[config.mk]
export PLATFORM = sky130hd
export DESIGN_NAME = uart_rx
export DESIGN_NICKNAME = d
export VERILOG_FILES = /design/src/rtl/uart_rx.sv
export SDC_FILE = /design/constraint.sdc
export NUM_CORES = 1
export LEC_CHECK = 0
export CAP_MARGIN = 10
export CORE_MARGIN = 1.5
export CORE_UTILIZATION = 34
export CTS_CLUSTER_DIAMETER = 50
export DETAILED_ROUTE_END_ITERATION = 7
export GPL_ROUTABILITY_DRIVEN = 0
export PLACE_DENSITY = 0.56
export SETUP_SLACK_MARGIN = 0.05
export SLEW_MARGIN = 20
export SYNTH_ARGS = -nofsm -noshare
export SYNTH_HDL_FRONTEND = slang
export SYNTH_SLANG_ARGS = --single-unit
[constraint.sdc]
create_clock -name clk -period 2.14 [get_ports clk]
set_clock_uncertainty 0.15 [all_clocks]
set_input_delay 0.428 -clock clk [delete_from_list [all_inputs] [get_ports clk]]
set_output_delay 0.428 -clock clk [all_outputs]
set_load 0.1 [all_outputs]
[src/rtl/uart_rx.sv]
// 8N1 UART receiver with 16x oversampling on a shared baud_tick enable, 2-flop input sync and break handling.
// Define UART_RX_PARITY_EN to add a parity bit (PARITY_ODD selects odd parity) and a parity_error pulse.
//
// state  | meaning
// IDLE   | line idle, waiting for a falling edge on rx_s
// START  | confirming the start bit at half-bit
// DATA   | sampling data bits mid-bit, LSB first
// PARITY | sampling the parity bit (UART_RX_PARITY_EN only)
// STOP   | sampling the stop bit; good frame or framing error
// BREAK  | stop bit was low; waiting for the line to return high
module uart_rx #(
   parameter int DATA_BITS  = 8,
   parameter int OVERSAMPLE = 16
`ifdef UART_RX_PARITY_EN
   ,
   parameter bit PARITY_ODD = 1'b0
`endif
) (
   input  logic                 clk,
   input  logic                 rst,
   input  logic                 baud_tick,
   input  logic                 rx_line,
   output logic [DATA_BITS-1:0] data_out,
   output logic                 rx_valid,
   output logic                 frame_error,
`ifdef UART_RX_PARITY_EN
   output logic                 parity_error,
`endif
   output logic                 busy
);

   localparam int TW = $clog2(OVERSAMPLE);
   localparam int BW = (DATA_BITS > 1) ? $clog2(DATA_BITS) : 1;
   localparam logic [TW-1:0] HALF_M1  = TW'(OVERSAMPLE / 2 - 1);
   localparam logic [TW-1:0] FULL_M1  = TW'(OVERSAMPLE - 1);
   localparam logic [BW-1:0] BIT_LAST = BW'(DATA_BITS - 1);

   typedef enum logic [2:0] {
      S_IDLE,
      S_START,
      S_DATA,
`ifdef UART_RX_PARITY_EN
      S_PARITY,
`endif
      S_STOP,
      S_BREAK
   } state_t;

   state_t state, state_nxt;

   logic                 rx_meta, rx_s, rx_prev;
   logic [TW-1:0]        tick_cnt, tick_nxt;
   logic [BW-1:0]        bit_idx, bit_nxt;
   logic [DATA_BITS-1:0] shift, shift_nxt;
   logic [DATA_BITS-1:0] data_nxt;
   logic                 valid_nxt, ferr_nxt;
   logic                 fall_edge;
`ifdef UART_RX_PARITY_EN
   logic                 par_bit, par_nxt;
   logic                 perr_nxt;
   logic                 par_bad;
`endif

   assign fall_edge = rx_prev & ~rx_s;
   assign busy      = (state != S_IDLE);

`ifdef UART_RX_PARITY_EN
   assign par_bad = ((^shift) ^ par_bit) != PARITY_ODD;
`endif

   always_ff @(posedge clk) begin
      if (rst) begin
         rx_meta     <= 1'b1;
         rx_s        <= 1'b1;
         rx_prev     <= 1'b1;
         state       <= S_IDLE;
         tick_cnt    <= '0;
         bit_idx     <= '0;
         shift       <= '0;
         data_out    <= '0;
         rx_valid    <= 1'b0;
         frame_error <= 1'b0;
`ifdef UART_RX_PARITY_EN
         par_bit      <= 1'b0;
         parity_error <= 1'b0;
`endif
      end else begin
         rx_meta     <= rx_line;
         rx_s        <= rx_meta;
         rx_prev     <= rx_s;
         state       <= state_nxt;
         tick_cnt    <= tick_nxt;
         bit_idx     <= bit_nxt;
         shift       <= shift_nxt;
         data_out    <= data_nxt;
         rx_valid    <= valid_nxt;
         frame_error <= ferr_nxt;
`ifdef UART_RX_PARITY_EN
         par_bit      <= par_nxt;
         parity_error <= perr_nxt;
`endif
      end
   end

   always_comb begin
      state_nxt = state;
      tick_nxt  = tick_cnt;
      bit_nxt   = bit_idx;
      shift_nxt = shift;
      data_nxt  = data_out;
      valid_nxt = 1'b0;
      ferr_nxt  = 1'b0;
`ifdef UART_RX_PARITY_EN
      par_nxt   = par_bit;
      perr_nxt  = 1'b0;
`endif
      case (state)
         S_IDLE: begin
            if (fall_edge) begin
               state_nxt = S_START;
               tick_nxt  = '0;
            end
         end
         S_START: begin
            if (baud_tick) begin
               if (tick_cnt == HALF_M1) begin
                  tick_nxt  = '0;
                  bit_nxt   = '0;
                  state_nxt = rx_s ? S_IDLE : S_DATA;
               end else begin
                  tick_nxt = tick_cnt + TW'(1);
               end
            end
         end
         S_DATA: begin
            if (baud_tick) begin
               if (tick_cnt == FULL_M1) begin
                  tick_nxt  = '0;
                  shift_nxt = {rx_s, shift[DATA_BITS-1:1]};
                  if (bit_idx == BIT_LAST) begin
`ifdef UART_RX_PARITY_EN
                     state_nxt = S_PARITY;
`else
                     state_nxt = S_STOP;
`endif
                  end else begin
                     bit_nxt = bit_idx + BW'(1);
                  end
               end else begin
                  tick_nxt = tick_cnt + TW'(1);
               end
            end
         end
`ifdef UART_RX_PARITY_EN
         S_PARITY: begin
            if (baud_tick) begin
               if (tick_cnt == FULL_M1) begin
                  tick_nxt  = '0;
                  par_nxt   = rx_s;
                  state_nxt = S_STOP;
               end else begin
                  tick_nxt = tick_cnt + TW'(1);
               end
            end
         end
`endif
         S_STOP: begin
            if (baud_tick) begin
               if (tick_cnt == FULL_M1) begin
                  tick_nxt = '0;
                  if (!rx_s) begin
                     // a low stop bit outranks a parity mismatch
                     ferr_nxt  = 1'b1;
                     state_nxt = S_BREAK;
`ifdef UART_RX_PARITY_EN
                  end else if (par_bad) begin
                     perr_nxt  = 1'b1;
                     state_nxt = S_IDLE;
`endif
                  end else begin
                     valid_nxt = 1'b1;
                     data_nxt  = shift;
                     state_nxt = S_IDLE;
                  end
               end else begin
                  tick_nxt = tick_cnt + TW'(1);
               end
            end
         end
         S_BREAK: begin
            if (rx_s) begin
               state_nxt = S_IDLE;
               tick_nxt  = '0;
            end
         end
         default: begin
            state_nxt = S_IDLE;
            tick_nxt  = '0;
         end
      endcase
   end

endmodule
**Yosys cells after proc, flatten, opt, wreduce, memory -nomap -nowiden**

Cells that the tools add are included.

- Register bits after elaboration: 31
- Input bits: 4
- Output and inout bits: 11
- Logic and storage cells: 72

- Add/sub/neg operators: 2
- Equality and inequality tests: 18
- Multiplexer cells: 27
- Bitwise gates (word level): 5
- Reductions and logical operators: 10

Operators by type and width:

| kind | count |
|---|---|
| two-way mux 3 bit | 15 |
| two-way mux 4 bit | 6 |
| != test 2 bit, second input constant | 10 |
| one-hot mux 4 bit (4 select lines) | 1 |
| one-hot mux 3 bit (5 select lines) | 1 |
| AND reduction 9 bit | 1 |
| AND reduction 4 bit | 2 |
| equality test 3 x 2 -> 1 bit, second input constant | 2 |
| equality test 3 bit, second input constant | 2 |
| one-hot mux 3 bit (2 select lines) | 1 |
| AND reduction 6 bit | 1 |
| adder 4 x 1 -> 4 bit, second input constant | 1 |
| equality test 4 x 3 -> 1 bit, second input constant | 1 |
| equality test 4 bit, second input constant | 1 |
| NOT 1 bit | 4 |
| OR reduction 4 bit | 1 |
| adder 3 x 1 -> 3 bit, second input constant | 1 |
| equality test 3 x 1 -> 1 bit, second input constant | 1 |
| logical NOT 3 bit | 1 |
| AND reduction 3 bit | 1 |
| nonzero test 3 bit | 1 |
| two-way mux 1 bit | 2 |
| two-way mux 2 bit | 1 |
| != test 2 x 1 -> 1 bit, second input constant | 1 |
| other kinds (3) | 3 |

**Longest topological paths before layout**

Gate-level depths: netlist (run 1).

- Word-level depth: 5
- Gate-level depth with buffers: 6
- Gate-level depth less buffers: 6

**Least setup slack after synthesis (run 1)**

OpenSTA, ideal clock, no wires.

- Kind: flip-flop to output port
- Start point: register state[2]
- End point: output busy
- Arrival: 1.376 ns
- Required time: 1.562 ns
- Slack: 0.186 ns
- Stages on the path, launching flop included: 3
- Buffers on the path: 1
- Cells stage by stage: dfxtp_1 clkbuf_1 or3_1

- Longest elaborated chain between the ends: 1

RTL lines:

| what | RTL line | text |
|---|---|---|
| start: declaration | 49 | `state_t state, state_nxt;` |
| start signal: assignment | 91 | `state <= state_nxt;` |
| nonzero test 3 bit | 65 | `assign busy = (state != S_IDLE);` |
| end: declaration | 29 | `output logic busy` |

Every way passes these cells.

**Worst setup path after layout (run 1)**

- Start point: register state[0]
- End point: output busy

Same word-level chain as after synthesis.

==> flow_metrics.env, run 1 <==
export IMPL_dieWidth_um=66.7
export IMPL_port_buffers=14
export IMPL_postSynthRegisterBits=31
export IMPL_critical_path_class="register to output pin"
export IMPL_slew_violations=0
export IMPL_setup_viol=0
export IMPL_post_cts_buffers=0
export IMPL_mostFrequentLayoutCell="dfxtp_1"
export IMPL_firstDrtPassIters=4
export IMPL_synth_edf_count=0
export IMPL_grt_first_pass_wirelength_um=4570
export IMPL_finalNetCount=180
export IMPL_rrSetupSlack_ns=0.27
export IMPL_syn_to_final_growth_pct=25.2
export IMPL_yosys_area_top_type="dfxtp_1"
export IMPL_cts_tree="built"
export IMPL_synthCells=150
export IMPL_cts_root_buf="clkbuf_8"
export IMPL_ys_types=38
export IMPL_crit_required_ns=1.56
export IMPL_track_usage=0.139
export IMPL_status="complete, no violations"
export IMPL_io_pins=15
export IMPL_clk_insertion_delay_late_ns=0.28
export IMPL_start_util=0.366
export IMPL_die_h_um=66.7
export IMPL_fin_crit_sh=0.905
export IMPL_multi_input_comb_area_um2=702
export IMPL_vdd_drop_max_v=0.000394
export IMPL_max_freq_mhz=516
export IMPL_yosys_warnings=0
export IMPL_yosysSeqAreaShare=0.450
export IMPL_diodes=0
export IMPL_coreArea_um2=3770
export IMPL_wirelength_um=2730
export IMPL_drc=0
export IMPL_antenna_found_initial=0
export IMPL_cts_max_level=2
export IMPL_cts_num_sinks=31
export IMPL_rr_endpoint="bit_idx[2]"
export IMPL_path_max_fanout=10
export IMPL_finalInstanceArea_um2=1730
export IMPL_maxCapViolCount=0
export IMPL_place_ws_ns=-0.0789
export IMPL_dr_total_vias=1111
export IMPL_layout_setup_ws_ns=0.203
export IMPL_synth_area_leaders="dfxtp_1 (45%), mux2i_1 (12%), nor2_1 (6.5%)"
export IMPL_power_density_nw_per_um2=654
export IMPL_hold_slack_ns=0.269
export IMPL_hold_depth=1
export IMPL_cts_resized_gates=0
export IMPL_hp_class="register to register"
export IMPL_final_cell_mix="dfxtp_1 (31), nor2_1 (24), buf_4 (23)"
export IMPL_final_layout_size_suffix_gt1_frac=0.237
export IMPL_grt_setup_unrepaired="no"
export IMPL_clock_path_buffers=2
export IMPL_finalHoldViolations=0
export IMPL_worst_pin_slew_ns=0.425
export IMPL_die_area_um2=4450
export IMPL_wl_per_cell_um=12.4
export IMPL_rr_startpoint="tick_cnt[1]"
export IMPL_fillerInstances=360
export IMPL_synth_top_area_share=0.450
export IMPL_period_needed_ns=1.94
export IMPL_leakagePower_nw=0.645
export IMPL_dp_cells=214
export IMPL_synth_nets=157
export IMPL_hold_path_startpoint="rx_meta"
export IMPL_seqCellArea_um2=621
export IMPL_overflow=0
export IMPL_critPathCaptureType="output pin"
export IMPL_postSynthAreaPerCell_um2=9.20
export IMPL_cts_buffers=5
export IMPL_reg2reg_depth=5
export IMPL_relSlewSlack=0.715
export IMPL_synthArstFlopShare=0
export IMPL_min_to="rx_s"
export IMPL_syn_area_um2=1380
export IMPL_clk_pin_slew_ns=0.06
export IMPL_num_rows=22
export IMPL_cts_hold_buf=0
export IMPL_grt_pass1_vias=991
export IMPL_fin_cells=221
export IMPL_ys_flop_type="dfxtp_1"
export IMPL_vias_per_cell=5.03
export IMPL_grt_max_degree=15
export IMPL_dpl_hpwl_um=1990
export IMPL_detail_route_antenna_nets=0
export IMPL_cp_data_arrival_time_ns=1.36
export IMPL_drtIter0Drc=19
export IMPL_placed_area_um2=1640
export IMPL_start_kind="register"
==> area by class of cell <==
class / count / area share
Multi-Input combinational cell: 103 / 0.406
Sequential cell: 31 / 0.359
Timing Repair Buffer: 28 / 0.140
Clock buffer: 6 / 0.0478
Tap cell: 48 / 0.0348
Inverter: 4 / 0.00869
Clock inverter: 1 / 0.00290
==> power breakdown <==
group | internal (W) | switching [W]
logic | 0.0000375 | 0.0000535
registers | 0.000583 | 0.00000254
clock network | 0.000252 | 0.000202
==> cells by family (layout without fill, tap and decap cells) <==
| logic type | count (synthesis) | count (layout) | share of synthesized area |
|---|---|---|---|
| compound gates | 22 | 22 | 0.110 |
| xor+xnor | 1 | 1 | 0.00635 |
| fa+ha+maj | 3 | 3 | 0.0272 |
| buf+inv | 16 | 39 | 0.0462 |
| flops | 31 | 31 | 0.450 |
| mux | 18 | 18 | 0.131 |
| simple gates | 59 | 59 | 0.229 |
==> cell usage after synthesis (2+ instances only) <==
library cell,instances
buf_2,2
nor4b_1,3
a21oi_1,6
nand4_1,3
mux2i_1,17
a211o_1,4
nand2b_1,2
nor2b_1,2
clkbuf_1,8
nor2_1,24
nand3_1,4
or3_1,3
nand2_1,5
o21ai_0,3
inv_1,4
o22ai_1,2
ha_1,3
o211ai_1,2
or2_2,4
dfxtp_1,31
==> registers in the layout, indices dropped and copies added (netlist names) <==
register	cells
tick_cnt	4
state	3
rx_valid	1
shift	8
frame_error	1
rx_prev	1
data_out	8
rx_meta	1
bit_idx	3
rx_s	1
==> worst max-delay path by stage <==
stage,start,endpoint,slack [ns],depth (start not counted)
after floorplan,state[2],busy,0.19,2
after global placement,baud_tick,data_out[1],-0.04,6
after detailed placement,baud_tick,data_out[7],-0.08,6
after CTS,state[0],busy,0.18,3
after global routing,state[0],busy,0.16,3
final,state[0],busy,0.20,3
==> stage by stage <==
step	setup TNS (ns)	utilization	total power, W
2_1_floorplan	0	-	0.000655
3_3_place_gp	-0.387	0.435	0.000688
3_5_place_dp	-0.646	0.435	0.000689
4_1_cts	0	0.458	0.00115
5_1_grt	0	0.458	0.00119
6_report	0	0.458	0.00113
==> critical path, stage by stage (launching register included) <==
cell and delay (ns):
dfxtp_1 0.32, buf_4 0.16, or3_1 0.41, buf_12 0.19
==> metal layers <==
| metal | vias up | routed length [µm] | track usage | part of all wire |
|---|---|---|---|---|
| met3 | 6 | 100 | 0.0557 | 0.037 |
| li1 | 574 | - | - | - |
| met1 | 517 | 1320 | 0.178 | 0.48 |
| met2 | 14 | 1280 | 0.213 | 0.47 |
| met5 | - | 0 | 0 | 0 |
| met4 | 0 | 33 | 0.0459 | 0.012 |
Note: power is estimated with default switching activity, not from simulation.
==> inputs of run 2 (changes only) <==
--- a/config.mk
+++ b/config.mk
@@ -7,11 +7,11 @@
 export LEC_CHECK = 0
 export CAP_MARGIN = 10
 export CORE_MARGIN = 1.5
-export CORE_UTILIZATION = 34
+export CORE_UTILIZATION = 54
 export CTS_CLUSTER_DIAMETER = 50
 export DETAILED_ROUTE_END_ITERATION = 7
 export GPL_ROUTABILITY_DRIVEN = 0
-export PLACE_DENSITY = 0.56
+export PLACE_DENSITY = 0.8
 export SETUP_SLACK_MARGIN = 0.05
 export SLEW_MARGIN = 20
 export SYNTH_ARGS = -nofsm -noshare
==> run 2 against run 1 <==
Global-route usage rose by 8.2 points. Sequential power barely moved. Highest routed layer unchanged. Worst hold slack got worse by 0.011 ns. Clock power rose by 7.9%. First-iteration DRC count rose by 74%. Setup slack got worse by 0.090 ns. Sequential share of layout area rose by 0.82 points. Flip-flop and latch count did not move. Total power rose by 3.2%. Largest power group unchanged. Wire length rose by 0.95%. Maximum frequency fell by 4.4%.
==> flow_metrics.env, run 2 (same netlist as run 1, synthesis figures left out) <==
export IMPL_critPathCaptureType="output pin"
export IMPL_start_util=0.562
export IMPL_vdd_drop_max_v=0.000605
export IMPL_rr_startpoint="tick_cnt[0]"
export IMPL_cts_hold_buf=0
export IMPL_wl_per_cell_um=13.7
export IMPL_clock_path_buffers=2
export IMPL_intPower_w=0.000894
export IMPL_relSlewSlack=0.734
export IMPL_clk_pin_slew_ns=0.11
export IMPL_crit_path_cell_trace="buf_4 > or3_1 > buf_12"
export IMPL_hold_path_startpoint="rx_meta"
export IMPL_place_ws_ns=-0.117
export IMPL_cts_buffers=5
export IMPL_setup_worst_path_start="state[0]"
export IMPL_cts_resized_gates=0
export IMPL_p_sw_w=0.000272
export IMPL_final_cell_mix="dfxtp_1 (31), nor2_1 (24), buf_4 (21)"
export IMPL_layout_setup_ws_ns=0.113
export IMPL_swShare=0.233
export IMPL_path_max_fanout=10
export IMPL_hp_class="register to register"
export IMPL_post_cts_buffers=0
export IMPL_max_freq_mhz=493
export IMPL_drtIter0Drc=33
export IMPL_mostFrequentLayoutCell="dfxtp_1"
export IMPL_cts_tree="built"
export IMPL_drc=0
export IMPL_rrSetupSlack_ns=0.22
export IMPL_vias_per_cell=5.55
export IMPL_die_area_um2=2870
export IMPL_detail_route_antenna_nets=0
export IMPL_final_layout_size_suffix_gt1_frac=0.233
export IMPL_critical_path_class="register to output pin"
export IMPL_wirelength_um=2760
export IMPL_slew_violations=0
export IMPL_cts_max_level=2
export IMPL_seqPwrFrac=0.502
export IMPL_die_h_um=53.6
export IMPL_power_w=0.00117
export IMPL_track_usage=0.222
export IMPL_clk_insertion_delay_late_ns=0.35
export IMPL_finalHoldViolations=0
export IMPL_largestRegisters="data_out: 8 flops, shift: 8 flops, tick_cnt: 4 flops"
export IMPL_critPathSlowestCell="or3_1"
export IMPL_num_rows=18
export IMPL_cts_num_sinks=31
export IMPL_overflow=0
export IMPL_syn_to_final_growth_pct=22.4
export IMPL_dieWidth_um=53.6
export IMPL_worst_pin_slew_ns=0.397
export IMPL_dr_total_vias=1121
export IMPL_clockPowerShare=0.420
export IMPL_maxCapViolCount=0
export IMPL_coreArea_um2=2450
export IMPL_period_needed_ns=2.03
export IMPL_cp_data_arrival_time_ns=1.45
export IMPL_grt_max_degree=16
export IMPL_leakagePower_nw=0.637
export IMPL_antenna_found_initial=0
export IMPL_power_density_nw_per_um2=690
export IMPL_setup_viol=0
export IMPL_firstDrtPassIters=4
export IMPL_power_frac_comb=0.077
export IMPL_port_buffers=14
export IMPL_timing_critical_path_buf_inv=2
export IMPL_fin_crit_sh=0.947
export IMPL_postLayoutCoreUtil=0.688
export IMPL_status="complete, no violations"
export IMPL_finalNetCount=178
export IMPL_cts_root_buf="clkbuf_4"
export IMPL_io_pins=15
export IMPL_grt_pass1_vias=1017
export IMPL_diodes=0
export IMPL_grt_setup_unrepaired="no"
export IMPL_fillerInstances=192
export IMPL_start_kind="register"
export IMPL_tns_ns=0
export IMPL_dpl_hpwl_um=1970
export IMPL_grt_first_pass_wirelength_um=4430
export IMPL_cp_top_family="simple AND/OR/NAND/NOR gates"
export IMPL_crit_required_ns=1.56
export IMPL_max_stage_delay_ns=0.41
run 2: cell types whose count changed in the layout (fill, tap and decap cells not counted), sizes merged:
| cell | change |
|---|---|
| buf | -2 |
| bufinv | +1 |
run 2: power groups by stage:
stage	Combinational (W)	Sequential (W)	Clock, W
after global placement	0.0000868	0.000599	0
after global routing	0.0000982	0.000586	0.000523
after CTS	0.0000900	0.000586	0.000497
after floorplan	0.0000577	0.000597	0
after detailed placement	0.0000899	0.000599	0
final	0.0000902	0.000586	0.000490
run 2: final cells by class:
type,instances,area [µm²],area share
repair buffers,26,228,0.135
flip-flops and latches,31,621,0.367
multi-input cells,103,702,0.416
clock inverters,2,35.0,0.0207
well taps,30,37.5,0.0222
clock buffers,6,51.3,0.0304
inverters,4,15.0,0.00889
run 2: per-layer routing:
layer  vias up  routed length [µm]  global-route usage
li1        565                   -                   -
met3         3                 153               0.100
met5         -                   0                   0
met2        27                1370               0.340
met1       526                1220               0.272
met4         0                  19              0.0855
run 2: through the flow:
step / cells / cell area [µm²] / hold WS, ns
floorplan: 150 / 1380 / 0.239
CTS: 202 / 1690 / 0.257
detailed placement: 194 / 1600 / 0.243
global placement: 194 / 1600 / 0.240
finish: 202 / 1690 / 0.258
global route: 202 / 1690 / 0.280
run 2: path summary, 6_finish.rpt:
| kind | end | cells after the start |
|---|---|---|
| hold / removal | rx_s | 1 |
| setup reg to reg | bit_idx[2] | 5 |
| hold reg to reg | rx_s | 1 |
| setup / recovery | busy | 3 |
==> inputs of run 3 (changes only) <==
--- a/config.mk
+++ b/config.mk
@@ -11,6 +11,7 @@
 export CTS_CLUSTER_DIAMETER = 50
 export DETAILED_ROUTE_END_ITERATION = 7
 export GPL_ROUTABILITY_DRIVEN = 0
+export MAX_ROUTING_LAYER = met4
 export PLACE_DENSITY = 0.8
 export SETUP_SLACK_MARGIN = 0.05
 export SLEW_MARGIN = 20
==> results of run 3 <==
The final DEF is identical to that of run 2; final timing and power are the same.
Main changes from that run: overall routing resource usage 0.222 -> 0.228
